## src/rtl/mc_control.sv

```systemverilog
`default_nettype none
// ============================================================================
//  Module   : mc_control
//  Purpose  : Main control unit of a multi-cycle MIPS-style datapath. A Moore
//             FSM that walks each instruction through FETCH / DECODE and a
//             per-class execution path. It produces the datapath strobes.
//  Revision : 1.0  initial release
//
//  Build option:
//    MC_CTRL_ADDI_EN  when defined, opcode 0x08 (addi) runs through
//                     ADDI_EX -> ADDI_WB. When undefined, addi is treated
//                     as an illegal instruction.
//
//  Ports:
//    clk             sole clock, rising edge
//    rst             synchronous active-high reset
//    opcode_i[5:0]   IR[31:26], valid from DECODE onward
//    funct_i[5:0]    IR[5:0]
//    zero_i          ALU equality flag (a == b)
//    mem_ready_i     memory access completes this cycle
//    pc_write_o, pc_write_cond_o, iord_o, mem_read_o, mem_write_o,
//    ir_write_o, mem_to_reg_o, reg_dst_o, reg_write_o, alu_src_a_o
//                    1-bit datapath controls
//    alu_src_b_o[1:0], pc_source_o[1:0]  mux selects
//    alu_op_o[2:0]   010 add, 011 sub, 100 or, 101 and, 111 slt
//    pc_en_o         pc_write | (pc_write_cond & zero)
//    illegal_o       one-cycle pulse for an undecodable instruction
//    state_o[3:0]    current state, for debug
// ============================================================================
module mc_control (
  input  logic       clk,
  input  logic       rst,
  input  logic [5:0] opcode_i,
  input  logic [5:0] funct_i,
  input  logic       zero_i,
  input  logic       mem_ready_i,
  output logic       pc_write_o,
  output logic       pc_write_cond_o,
  output logic       iord_o,
  output logic       mem_read_o,
  output logic       mem_write_o,
  output logic       ir_write_o,
  output logic       mem_to_reg_o,
  output logic       reg_dst_o,
  output logic       reg_write_o,
  output logic       alu_src_a_o,
  output logic [1:0] alu_src_b_o,
  output logic [1:0] pc_source_o,
  output logic [2:0] alu_op_o,
  output logic       pc_en_o,
  output logic       illegal_o,
  output logic [3:0] state_o
);

  typedef enum logic [3:0] {
    ST_RESET     = 4'd0,
    ST_FETCH     = 4'd1,
    ST_DECODE    = 4'd2,
    ST_MEM_ADDR  = 4'd3,
    ST_MEM_READ  = 4'd4,
    ST_MEM_WB    = 4'd5,
    ST_MEM_WRITE = 4'd6,
    ST_R_EXEC    = 4'd7,
    ST_R_WB      = 4'd8,
    ST_BRANCH    = 4'd9,
    ST_JUMP      = 4'd10,
    ST_ADDI_EX   = 4'd11,
    ST_ADDI_WB   = 4'd12,
    ST_ILLEGAL   = 4'd13
  } state_t;

  localparam logic [5:0] OP_RTYPE = 6'h00;
  localparam logic [5:0] OP_J     = 6'h02;
  localparam logic [5:0] OP_BEQ   = 6'h04;
  localparam logic [5:0] OP_ADDI  = 6'h08;
  localparam logic [5:0] OP_LW    = 6'h23;
  localparam logic [5:0] OP_SW    = 6'h2B;

  localparam logic [5:0] FN_ADD = 6'h20;
  localparam logic [5:0] FN_SUB = 6'h22;
  localparam logic [5:0] FN_AND = 6'h24;
  localparam logic [5:0] FN_OR  = 6'h25;
  localparam logic [5:0] FN_SLT = 6'h2A;

  localparam logic [2:0] ALU_ADD = 3'b010;
  localparam logic [2:0] ALU_SUB = 3'b011;
  localparam logic [2:0] ALU_OR  = 3'b100;
  localparam logic [2:0] ALU_AND = 3'b101;
  localparam logic [2:0] ALU_SLT = 3'b111;

  state_t state_q;
  state_t state_d;
  logic   rst_q;
  logic   funct_ok;

  assign funct_ok = (funct_i == FN_ADD) || (funct_i == FN_SUB) ||
                    (funct_i == FN_AND) || (funct_i == FN_OR)  ||
                    (funct_i == FN_SLT);

  // The release of reset is registered, so RESET is held for one more cycle
  // after rst is first sampled low. The first FETCH therefore lands on the
  // second edge after rst falls.
  always_ff @(posedge clk) begin
    rst_q <= rst;
    if (rst || rst_q) begin
      state_q <= ST_RESET;
    end else begin
      state_q <= state_d;
    end
  end

  // Next-state logic
  always_comb begin
    state_d = ST_FETCH;
    case (state_q)
      ST_RESET:     state_d = ST_FETCH;
      ST_FETCH:     state_d = mem_ready_i ? ST_DECODE : ST_FETCH;
      ST_DECODE: begin
        state_d = ST_ILLEGAL;
        case (opcode_i)
          OP_LW, OP_SW: state_d = ST_MEM_ADDR;
          OP_RTYPE:     state_d = funct_ok ? ST_R_EXEC : ST_ILLEGAL;
          OP_BEQ:       state_d = ST_BRANCH;
          OP_J:         state_d = ST_JUMP;
`ifdef MC_CTRL_ADDI_EN
          OP_ADDI:      state_d = ST_ADDI_EX;
`endif
          default:      state_d = ST_ILLEGAL;
        endcase
      end
      ST_MEM_ADDR:  state_d = (opcode_i == OP_LW) ? ST_MEM_READ : ST_MEM_WRITE;
      ST_MEM_READ:  state_d = mem_ready_i ? ST_MEM_WB : ST_MEM_READ;
      ST_MEM_WB:    state_d = ST_FETCH;
      ST_MEM_WRITE: state_d = mem_ready_i ? ST_FETCH : ST_MEM_WRITE;
      ST_R_EXEC:    state_d = ST_R_WB;
      ST_R_WB:      state_d = ST_FETCH;
      ST_BRANCH:    state_d = ST_FETCH;
      ST_JUMP:      state_d = ST_FETCH;
`ifdef MC_CTRL_ADDI_EN
      ST_ADDI_EX:   state_d = ST_ADDI_WB;
      ST_ADDI_WB:   state_d = ST_FETCH;
`endif
      ST_ILLEGAL:   state_d = ST_FETCH;
      // Unused codes, and the addi states when addi is disabled, recover
      // to FETCH.
      default:      state_d = ST_FETCH;
    endcase
  end

  // Output decode. Only ir_write / pc_write in FETCH look at an input;
  // everything else is a function of the state register.
  always_comb begin
    pc_write_o      = 1'b0;
    pc_write_cond_o = 1'b0;
    iord_o          = 1'b0;
    mem_read_o      = 1'b0;
    mem_write_o     = 1'b0;
    ir_write_o      = 1'b0;
    mem_to_reg_o    = 1'b0;
    reg_dst_o       = 1'b0;
    reg_write_o     = 1'b0;
    alu_src_a_o     = 1'b0;
    alu_src_b_o     = 2'b00;
    pc_source_o     = 2'b00;
    alu_op_o        = 3'b000;
    illegal_o       = 1'b0;
    case (state_q)
      ST_FETCH: begin
        mem_read_o  = 1'b1;
        alu_src_b_o = 2'b01;
        alu_op_o    = ALU_ADD;
        ir_write_o  = mem_ready_i;
        pc_write_o  = mem_ready_i;
      end
      ST_DECODE: begin
        alu_src_b_o = 2'b11;
        alu_op_o    = ALU_ADD;
      end
      ST_MEM_ADDR: begin
        alu_src_a_o = 1'b1;
        alu_src_b_o = 2'b10;
        alu_op_o    = ALU_ADD;
      end
      ST_MEM_READ: begin
        mem_read_o = 1'b1;
        iord_o     = 1'b1;
      end
      ST_MEM_WB: begin
        reg_write_o  = 1'b1;
        mem_to_reg_o = 1'b1;
      end
      ST_MEM_WRITE: begin
        mem_write_o = 1'b1;
        iord_o      = 1'b1;
      end
      ST_R_EXEC: begin
        alu_src_a_o = 1'b1;
        case (funct_i)
          FN_SUB:  alu_op_o = ALU_SUB;
          FN_AND:  alu_op_o = ALU_AND;
          FN_OR:   alu_op_o = ALU_OR;
          FN_SLT:  alu_op_o = ALU_SLT;
          default: alu_op_o = ALU_ADD;
        endcase
      end
      ST_R_WB: begin
        reg_write_o = 1'b1;
        reg_dst_o   = 1'b1;
      end
      ST_BRANCH: begin
        alu_src_a_o     = 1'b1;
        alu_op_o        = ALU_SUB;
        pc_write_cond_o = 1'b1;
        pc_source_o     = 2'b01;
      end
      ST_JUMP: begin
        pc_write_o  = 1'b1;
        pc_source_o = 2'b10;
      end
`ifdef MC_CTRL_ADDI_EN
      ST_ADDI_EX: begin
        alu_src_a_o = 1'b1;
        alu_src_b_o = 2'b10;
        alu_op_o    = ALU_ADD;
      end
      ST_ADDI_WB: begin
        reg_write_o = 1'b1;
      end
`endif
      ST_ILLEGAL: begin
        illegal_o = 1'b1;
      end
      default: begin
      end
    endcase
  end

  assign pc_en_o = pc_write_o | (pc_write_cond_o & zero_i);
  assign state_o = state_q;

endmodule
`default_nettype wire

```

## config.mk

```make
export PLATFORM = sky130hd
export DESIGN_NAME = mc_control
export DESIGN_NICKNAME = d
export VERILOG_FILES = /design/src/rtl/mc_control.sv
export SDC_FILE = /design/constraint.sdc
export NUM_CORES = 1
export LEC_CHECK = 0
export ABC_AREA = 0
export CORE_UTILIZATION = 37
export CTS_CLUSTER_DIAMETER = 200
export DETAILED_ROUTE_END_ITERATION = 6
export PLACE_DENSITY = 0.83
export SLEW_MARGIN = 40
export SYNTH_ARGS = -nofsm -noshare
export SYNTH_HDL_FRONTEND = slang
export SYNTH_SLANG_ARGS = --single-unit
```

## constraint.sdc

```tcl
create_clock -name clk -period 2.9 [get_ports clk]
set_clock_uncertainty 0.05 [all_clocks]
set_input_delay 0.58 -clock clk [delete_from_list [all_inputs] [get_ports clk]]
set_output_delay 0.58 -clock clk [all_outputs]
set_load 0.01 [all_outputs]
```

==> flow_summary.ini, run 1 <==
[cts]
postCtsResizedCells = 0
postCtsSetupBuffers = 0
numCtsBuffers = 3
cts_hold_buf = 0
ctsRootBufferMaster = clkbuf_4
cts_max_level = 1
cts_buffer_depth = 2
cts_tree = yes
clkSinkCount = 5
clk_pin_slew_worst_paths_ns = 0.05
clk-insertion-delay-late_ns = 0.24

[yosys]
seq_area_frac_synth_pct = 17.4
synth.distinct_cells = 34
synth_largest_type_area_fraction_pct = 17.4
synth_cells = 85
synth_edf_count = 0
synth_ff_type = dfxtp_1
synthesis.area_um2 = 577
ys_seq_elements = 5
yosys_warnings = 0
synthTopCellsByArea = dfxtp_1, nor2_1, a21oi_1
synthesis.nets = 101
postSynthAreaPerCell_um2 = 6.79
synth_area_leader_cell = dfxtp_1
synthArstFlopShare_pct = 0

[placed_design]
gp_congestion = 0.763
io_buffer_count = 38
dp_hpwl_um = 1450

[final_layout]
fin_util_pct = 71.9
area.sequential_um2 = 100
drive_above_1_share_pct = 8.06
nets = 141
syn_to_final_growth_pct = 72.2
fillers = 111
diodes = 0
multiInputGateArea_um2 = 428

[global_route]
gr-usage-all-layers_pct = 20.8
grt_overflow_total = 0
antenna_found_initial = 0
grt_pass1_vias = 679
grt_max_degree = 19
grt_pass1_wl_um = 2960

[floorplanning]
initial_core_util_pct = 41.7
design.die.area_um2 = 1720
rows = 13
core_area_um2 = 1380
die_w_um = 41.5
num_io_pins = 39
die_h_um = 41.5

[route]
dr.pass1.iters = 4
routed_via_density = 5.64
drc_errors = 0
vias = 784
first_iter_violations = 16
routed_wl_um = 1810
route.detailed.wl_per_inst_um = 13.0
drtAntennaViolNets = 0

[run]
cap_violations = 0

[power_and_ir_drop]
cellLeakagePower_nw = 0.403
irDropWorstVdd_mv = 0.293
cellPowerDensity_nw_per_um2 = 229
finalPower_mw = 0.228

[critical_path]
cp-startpoint = state_o[2]$_SDFF_PP0_
worst_r2r_path_depth = 4
startpoint_type = flip-flop
required_ns = 2.27
crit_path_end_kind = output port
path_max_fanout = 15
r2r-start = state_o[0]$_SDFF_PP0_
worstPathArrival_ns = 2.15
criticalPathCategory = reg -> out

[sta]
rsz0062_at_grt = no
relSlewSlack_pct = 61.9
report.final.hold_viol_count = 0
setup_viol = 0
whs_ns = 0.428
setup_tns_ns = 0
min_period_ns = 2.78
maxSlewViolCount = 0
worstMarginPinSlew_ns = 0.571
timing.final.crit_share_pct = 95.7
fmax_mhz = 360

[outcome]
outcome = completed

[min_path]
min_path_cells = 1
worstHoldPathType = reg -> reg
worstHoldStart = rst_q$_DFF_P_
-- registers in the layout, indices dropped and copies added, names as in the netlist --
name and cells:
state_o 4, rst_q 1
-- cell usage in the layout (no fill, tap or decap), drive strengths merged, types with 3 or more instances in the layout --
master / n
clkdlybuf4s50: 37
nor2: 13
and3: 3
dfxtp: 5
nand3: 3
nor3: 7
inv: 4
nor2b: 4
clkbuf: 4
a21oi: 8
nand2b: 3
buf: 3
-- worst paths after layout --
check             slack (ns)                     to
setup / recovery        0.12                pc_en_o
hold / removal          0.43  state_o[0]$_SDFF_PP0_
setup reg to reg        1.02  state_o[1]$_SDFF_PP0_
hold reg to reg         0.43  state_o[0]$_SDFF_PP0_
-- layer usage --
metal	GRT usage [%]	share of wire [%]	vias up
met5	0	0	-
met4	0.645	0.44	0
met3	6.52	6.1	2
met2	35.3	48	44
met1	27.1	45	352
li1	-	-	386
-- cell families after synthesis --
| group | synth area share [%] |
|---|---|
| buffers and inverters | 8.46 |
| AND/OR/NAND/NOR | 45.1 |
| AO/OA/AOI/OAI | 24.3 |
| XOR/XNOR | 3.04 |
| flip-flops | 17.4 |
| multiplexers | 1.74 |
-- Yosys cell counts, types with 2 or more instances --
master    number
a21o_1         2
a21oi_1        8
a22oi_1        2
and3_1         3
clkbuf_1       4
dfxtp_1        5
inv_1          4
nand2_1        2
nand2b_1       2
nand3_1        3
nand4_1        2
nor2_1        13
nor2b_1        4
nor3_1         7
nor3b_1        2
o21ai_0        2
o32ai_1        2
or2_2          2
-- area by class of cell --
cell class / instances / area share, %
inverter: 4 / 1.51
tap: 15 / 1.89
timing repair buffer: 41 / 40.8
multi-input combinational: 70 / 43.1
clock buffer: 4 / 2.64
sequential: 5 / 10.1
-- critical path: stages, from the launching register on --
cell and delay [ns]:
dfxtp_1 0.60, nor2_1 0.16, and3_1 0.22, or2_2 0.31, a21o_1 0.15, clkdlybuf4s50_1 0.46
-- report_power, final --
group	switching [mW]	internal, mW
Sequential	0.00562	0.0710
Combinational	0.0278	0.0430
Clock	0.0285	0.0520
-- per-stage QoR --
stage	setup slack [ns]	cells	cell area, um^2
6_report	0.124	139	993
3_3_place_gp	0.0989	135	965
5_1_grt	0.00943	139	993
2_1_floorplan	0.864	85	577
4_1_cts	0.0279	139	991
3_5_place_dp	0.0166	135	965
(Power assumes the default switching activity.)
==> inputs of run 2 (changes only) <==
CORE_MARGIN = 4   (was default)
==> run 2 against run 1 <==
Net effect: sequential power shrank 2.6%; final area grew 0.88%; setup slack better by 0.026 ns; register-to-register slack better by 0.14 ns; non-clock buffer count increased by 1; clock power down 1%; count of clock-buffer cells in the layout unchanged; worst hold slack got worse by 0.036 ns; largest power group unchanged.
==> flow_summary.ini, run 2 (synthesis results as in run 1) <==
[cts]
cts_buffer_depth = 2
cts_tree = yes
postCtsSetupBuffers = 0
clkSinkCount = 5
clk_pin_slew_worst_paths_ns = 0.04
numCtsBuffers = 3
clk-insertion-delay-late_ns = 0.24
ctsRootBufferMaster = clkbuf_4
cts_max_level = 1

[floorplanning]
initial_core_util_pct = 41.7
num_io_pins = 39
core_area_um2 = 1380
die_h_um = 47.5
rows = 13
design.die.area_um2 = 2250
die_w_um = 47.5

[sta]
rsz0062_at_grt = no
fin_ws_ns = 0.149
fmax_mhz = 364
timing.final.crit_share_pct = 94.8
relSlewSlack_pct = 71.1
min_period_ns = 2.75
maxSlewViolCount = 0
setup_viol = 0
setup_tns_ns = 0
worstMarginPinSlew_ns = 0.430
report.final.hold_viol_count = 0

[power_and_ir_drop]
irDropWorstVdd_mv = 0.314
cellLeakagePower_nw = 0.409
cellPowerDensity_nw_per_um2 = 228
swShare_pct = 26.9
pwr-share-clk_pct = 34.9
pwr-share-comb_pct = 32.4
finalPower_mw = 0.228
p_int_mw = 0.167
switching_power_mw = 0.0614
p_seq_share_pct = 32.7

[final_layout]
layout_commonest_cell = clkdlybuf4s50_1
final_cell_mix = clkdlybuf4s50_1, nor2_1, a21oi_1
fillers = 125
post-route-cell-area_um2 = 1000
diodes = 0
nets = 142
syn_to_final_growth_pct = 73.8
area.sequential_um2 = 101
largest_register_ffs = 4
multiInputGateArea_um2 = 428
drive_above_1_share_pct = 9.60

[global_route]
grt_max_degree = 16
gr-usage-all-layers_pct = 18.1
grt_pass1_wl_um = 2950
antenna_found_initial = 0
grt_overflow_total = 0
grt_pass1_vias = 694

[route]
first_iter_violations = 16
vias = 781
routed_via_density = 5.58
route.detailed.wl_per_inst_um = 13.5
drtAntennaViolNets = 0
drc_errors = 0
dr.pass1.iters = 4
routed_wl_um = 1890

[placed_design]
dpl_cell_area_um2 = 972
gp_congestion = 0.867
io_buffer_count = 38
dp_hpwl_um = 1580
dp_slack_ns = 0.0291

[critical_path]
worstPathArrival_ns = 2.12
startpoint_type = primary input
criticalPathCategory = in -> out
path_max_fanout = 2
crit_path_end_kind = output port
required_ns = 2.27

[min_path]
worstHoldPathType = reg -> reg

[run]
cap_violations = 0

[outcome]
outcome = completed
[run 2: cell count changes in the layout (fill, tap and decap cells not counted)]
cell	before	now
dfxtp_1	5	4
dfxtp_2	0	1
buf_4	3	4
[run 2: area by class of cell]
type	instances	share of cell area, %
multi-input combinational	70	42.7
inverter	4	1.50
clock buffer	4	2.62
sequential	5	10.1
tap	15	1.87
timing repair buffer	42	41.2
[run 2: stage by stage]
step / hold slack [ns] / utilization [%] / cells
floorplan: 0.365 / - / 85
global placement: 0.383 / 70.3 / 136
detailed placement: 0.389 / 70.3 / 136
CTS: 0.393 / 72.2 / 140
global route: 0.406 / 72.5 / 140
finish: 0.392 / 72.5 / 140
[run 2: final timing paths]
path	start	end	slack [ns]	cells after the start
hold reg to reg	rst_q$_DFF_P_	state_o[0]$_SDFF_PP0_	0.39	1
setup reg to reg	state_o[0]$_SDFF_PP0_	state_o[1]$_SDFF_PP0_	1.16	4
hold / removal	rst_q$_DFF_P_	state_o[0]$_SDFF_PP0_	0.39	1
setup / recovery	mem_ready_i	pc_en_o	0.15	5
[run 2: layer usage]
metal / share of wire [%] / track usage [%] / vias up
met5: 0 / 0 / -
met4: 0.74 / 4.97 / 0
met3: 8.0 / 6.39 / 2
met2: 49 / 31.3 / 33
met1: 42 / 21.0 / 352
li1: - / - / 394
[run 2: what timing repair did]
action                                  in CTS  in global routing
hold buffers                                 0                  0
hold endpoints to repair                     0                  0
gates resized for setup                      0                  2
endpoints found under the setup margin       0                  2
[run 2: power groups by stage]
stage / sequential (mW) / clock, mW / combinational (mW)
4_1_cts: 0.0745 / 0.0836 / 0.0743
3_5_place_dp: 0.0757 / 0 / 0.0739
3_3_place_gp: 0.0757 / 0 / 0.0721
5_1_grt: 0.0748 / 0.0925 / 0.0798
2_1_floorplan: 0.0741 / 0 / 0.0310
6_report: 0.0746 / 0.0798 / 0.0740
[run 2: worst max-delay path, stage by stage]
cell and delay [ns]:
clkdlybuf4s50_1 0.42, and3_1 0.17, or2_2 0.31, a21o_1 0.16
clkdlybuf4s50_1 0.48
==> inputs of run 3 (changes only) <==
CORE_UTILIZATION = 34   (was 37)
PLACE_DENSITY = 0.77   (was 0.83)
REMOVE_ABC_BUFFERS = 1   (was default)
clock period = 2.6 ns   (was 2.9 ns; I/O delays follow)
==> run 3 against run 2 <==
Net effect: count of clock-buffer cells in the layout is 1 lower; register-to-register slack lost 0.25 ns; power is 12% higher; final area rose by 4.1%; wire length up 2.5%; clock power grew 8.9%; sequential power up 9.2%; sequential share of layout area down 0.52 points; sequential cell count unchanged; combinational power is 18% higher; critical path type unchanged; largest power group is now combinational cells; highest routed layer is now met3.
==> flow_summary.ini, run 3 (synthesis results as in run 1) <==
[cts]
ctsRootBufferMaster = clkbuf_4
cts_hold_buf = 0
cts_buffer_depth = 2
clk_pin_slew_worst_paths_ns = 0.05
clkSinkCount = 5
clk-insertion-delay-late_ns = 0.24
cts_max_level = 1
numCtsBuffers = 3
postCtsSetupBuffers = 0
cts_tree = yes
postCtsResizedCells = 5

[critical_path]
required_ns = 2.03
startpoint_type = primary input
max_stage_delay_ns = 0.45
path_max_fanout = 2
r2r-start = state_o[1]$_SDFF_PP0_
crit_path_end_kind = output port
path_delay_family = buffers and inverters
cp_slowest_cell = clkdlybuf4s50_1
worstPathArrival_ns = 1.91
cp_num_buf_inv = 2
crit_chain = clkdlybuf4s50_1 -> nor2b_1 -> nand4_1 -> o32ai_1 -> dlygate4sd2_1
criticalPathCategory = in -> out
cp-startpoint = funct_i[5]

[final_layout]
drive_above_1_share_pct = 14.5
multiInputGateArea_um2 = 430
layout_commonest_cell = clkdlybuf4s50_1
diodes = 0
nets = 148
syn_to_final_growth_pct = 80.9
largest_register_ffs = 4
fin_util_pct = 66.9
final_cell_mix = clkdlybuf4s50_1, nor2_1, buf_4
post-route-cell-area_um2 = 1040
area.sequential_um2 = 100
fillers = 144

[sta]
rsz0062_at_grt = no
worstMarginPinSlew_ns = 0.443
timing.final.crit_share_pct = 95.4
min_period_ns = 2.48
setup_viol = 0
fin_ws_ns = 0.121
report.final.hold_viol_count = 0
fmax_mhz = 403
maxSlewViolCount = 0
relSlewSlack_pct = 70.2
whs_ns = 0.384

[route]
drtAntennaViolNets = 0
vias = 778
route.detailed.wl_per_inst_um = 13.2
dr.pass1.iters = 4
drc_errors = 0
first_iter_violations = 12
routed_via_density = 5.29
routed_wl_um = 1940

[power_and_ir_drop]
finalPower_mw = 0.256
cellLeakagePower_nw = 0.438
cellPowerDensity_nw_per_um2 = 245
irDropWorstVdd_mv = 0.234

[min_path]
worstHoldPathType = reg -> reg
worstHoldStart = rst_q$_DFF_P_

[run]
cap_violations = 0

[global_route]
gr-usage-all-layers_pct = 16.6
grt_pass1_wl_um = 3260
antenna_found_initial = 0
grt_overflow_total = 0
grt_max_degree = 17
grt_pass1_vias = 718

[floorplanning]
design.die.area_um2 = 2420
num_io_pins = 39
initial_core_util_pct = 37.0
die_w_um = 49.2
die_h_um = 49.2
rows = 14
core_area_um2 = 1560

[placed_design]
io_buffer_count = 38
dp_slack_ns = -0.196
gp_congestion = 0.854
dp_hpwl_um = 1590
dpl_cell_area_um2 = 1020

[outcome]
outcome = completed
[run 3: cell count changes in the layout (fill, tap and decap cells not counted), sizes merged]
cell and delta:
clkinv +1, clkbuf -1, buf +6, clkdlybuf4s50 -3, dlygate4sd2 +4, dlymetal6s2s -1
[run 3: through the flow]
stage	instances	setup TNS, ns
2_1_floorplan	79	0
3_3_place_gp	143	-0.105
3_5_place_dp	143	-0.270
4_1_cts	147	0
5_1_grt	147	0
6_report	147	0
[run 3: path summary, 6_finish.rpt]
kind                           endpoint  slack, ns  cells past startpoint
setup reg to reg  state_o[1]$_SDFF_PP0_       0.91                      4
hold / removal    state_o[0]$_SDFF_PP0_       0.38                      1
setup / recovery            alu_op_o[0]       0.12                      5
hold reg to reg   state_o[0]$_SDFF_PP0_       0.38                      1
[run 3: area by class of cell]
class	count	share of cell area, %
clock buffers	3	2.16
clock inverters	1	0.480
inverters	4	1.44
multi-input cells	70	41.2
flip-flops and latches	5	9.59
well taps	16	1.92
repair buffers	48	43.2
[run 3: metal layers]
layer | global-route usage (%) | up-vias | wire (um)
met2 | 25.2 | 34 | 865
met4 | 6.64 | 0 | 0
met1 | 21.8 | 340 | 868
met3 | 4.59 | 0 | 201
met5 | 0 | - | 0
li1 | - | 404 | -
[run 3: report_power, final]
| part | switching, mW | total, mW | internal, mW | leakage, nW |
|---|---|---|---|---|
| Clock | 0.0313 | 0.0869 | 0.0556 | 0.0177 |
| Combinational | 0.0363 | 0.0872 | 0.0509 | 0.379 |
| Sequential | 0.00229 | 0.0815 | 0.0792 | 0.0410 |
| Total | 0.0699 | 0.256 | 0.186 | 0.438 |
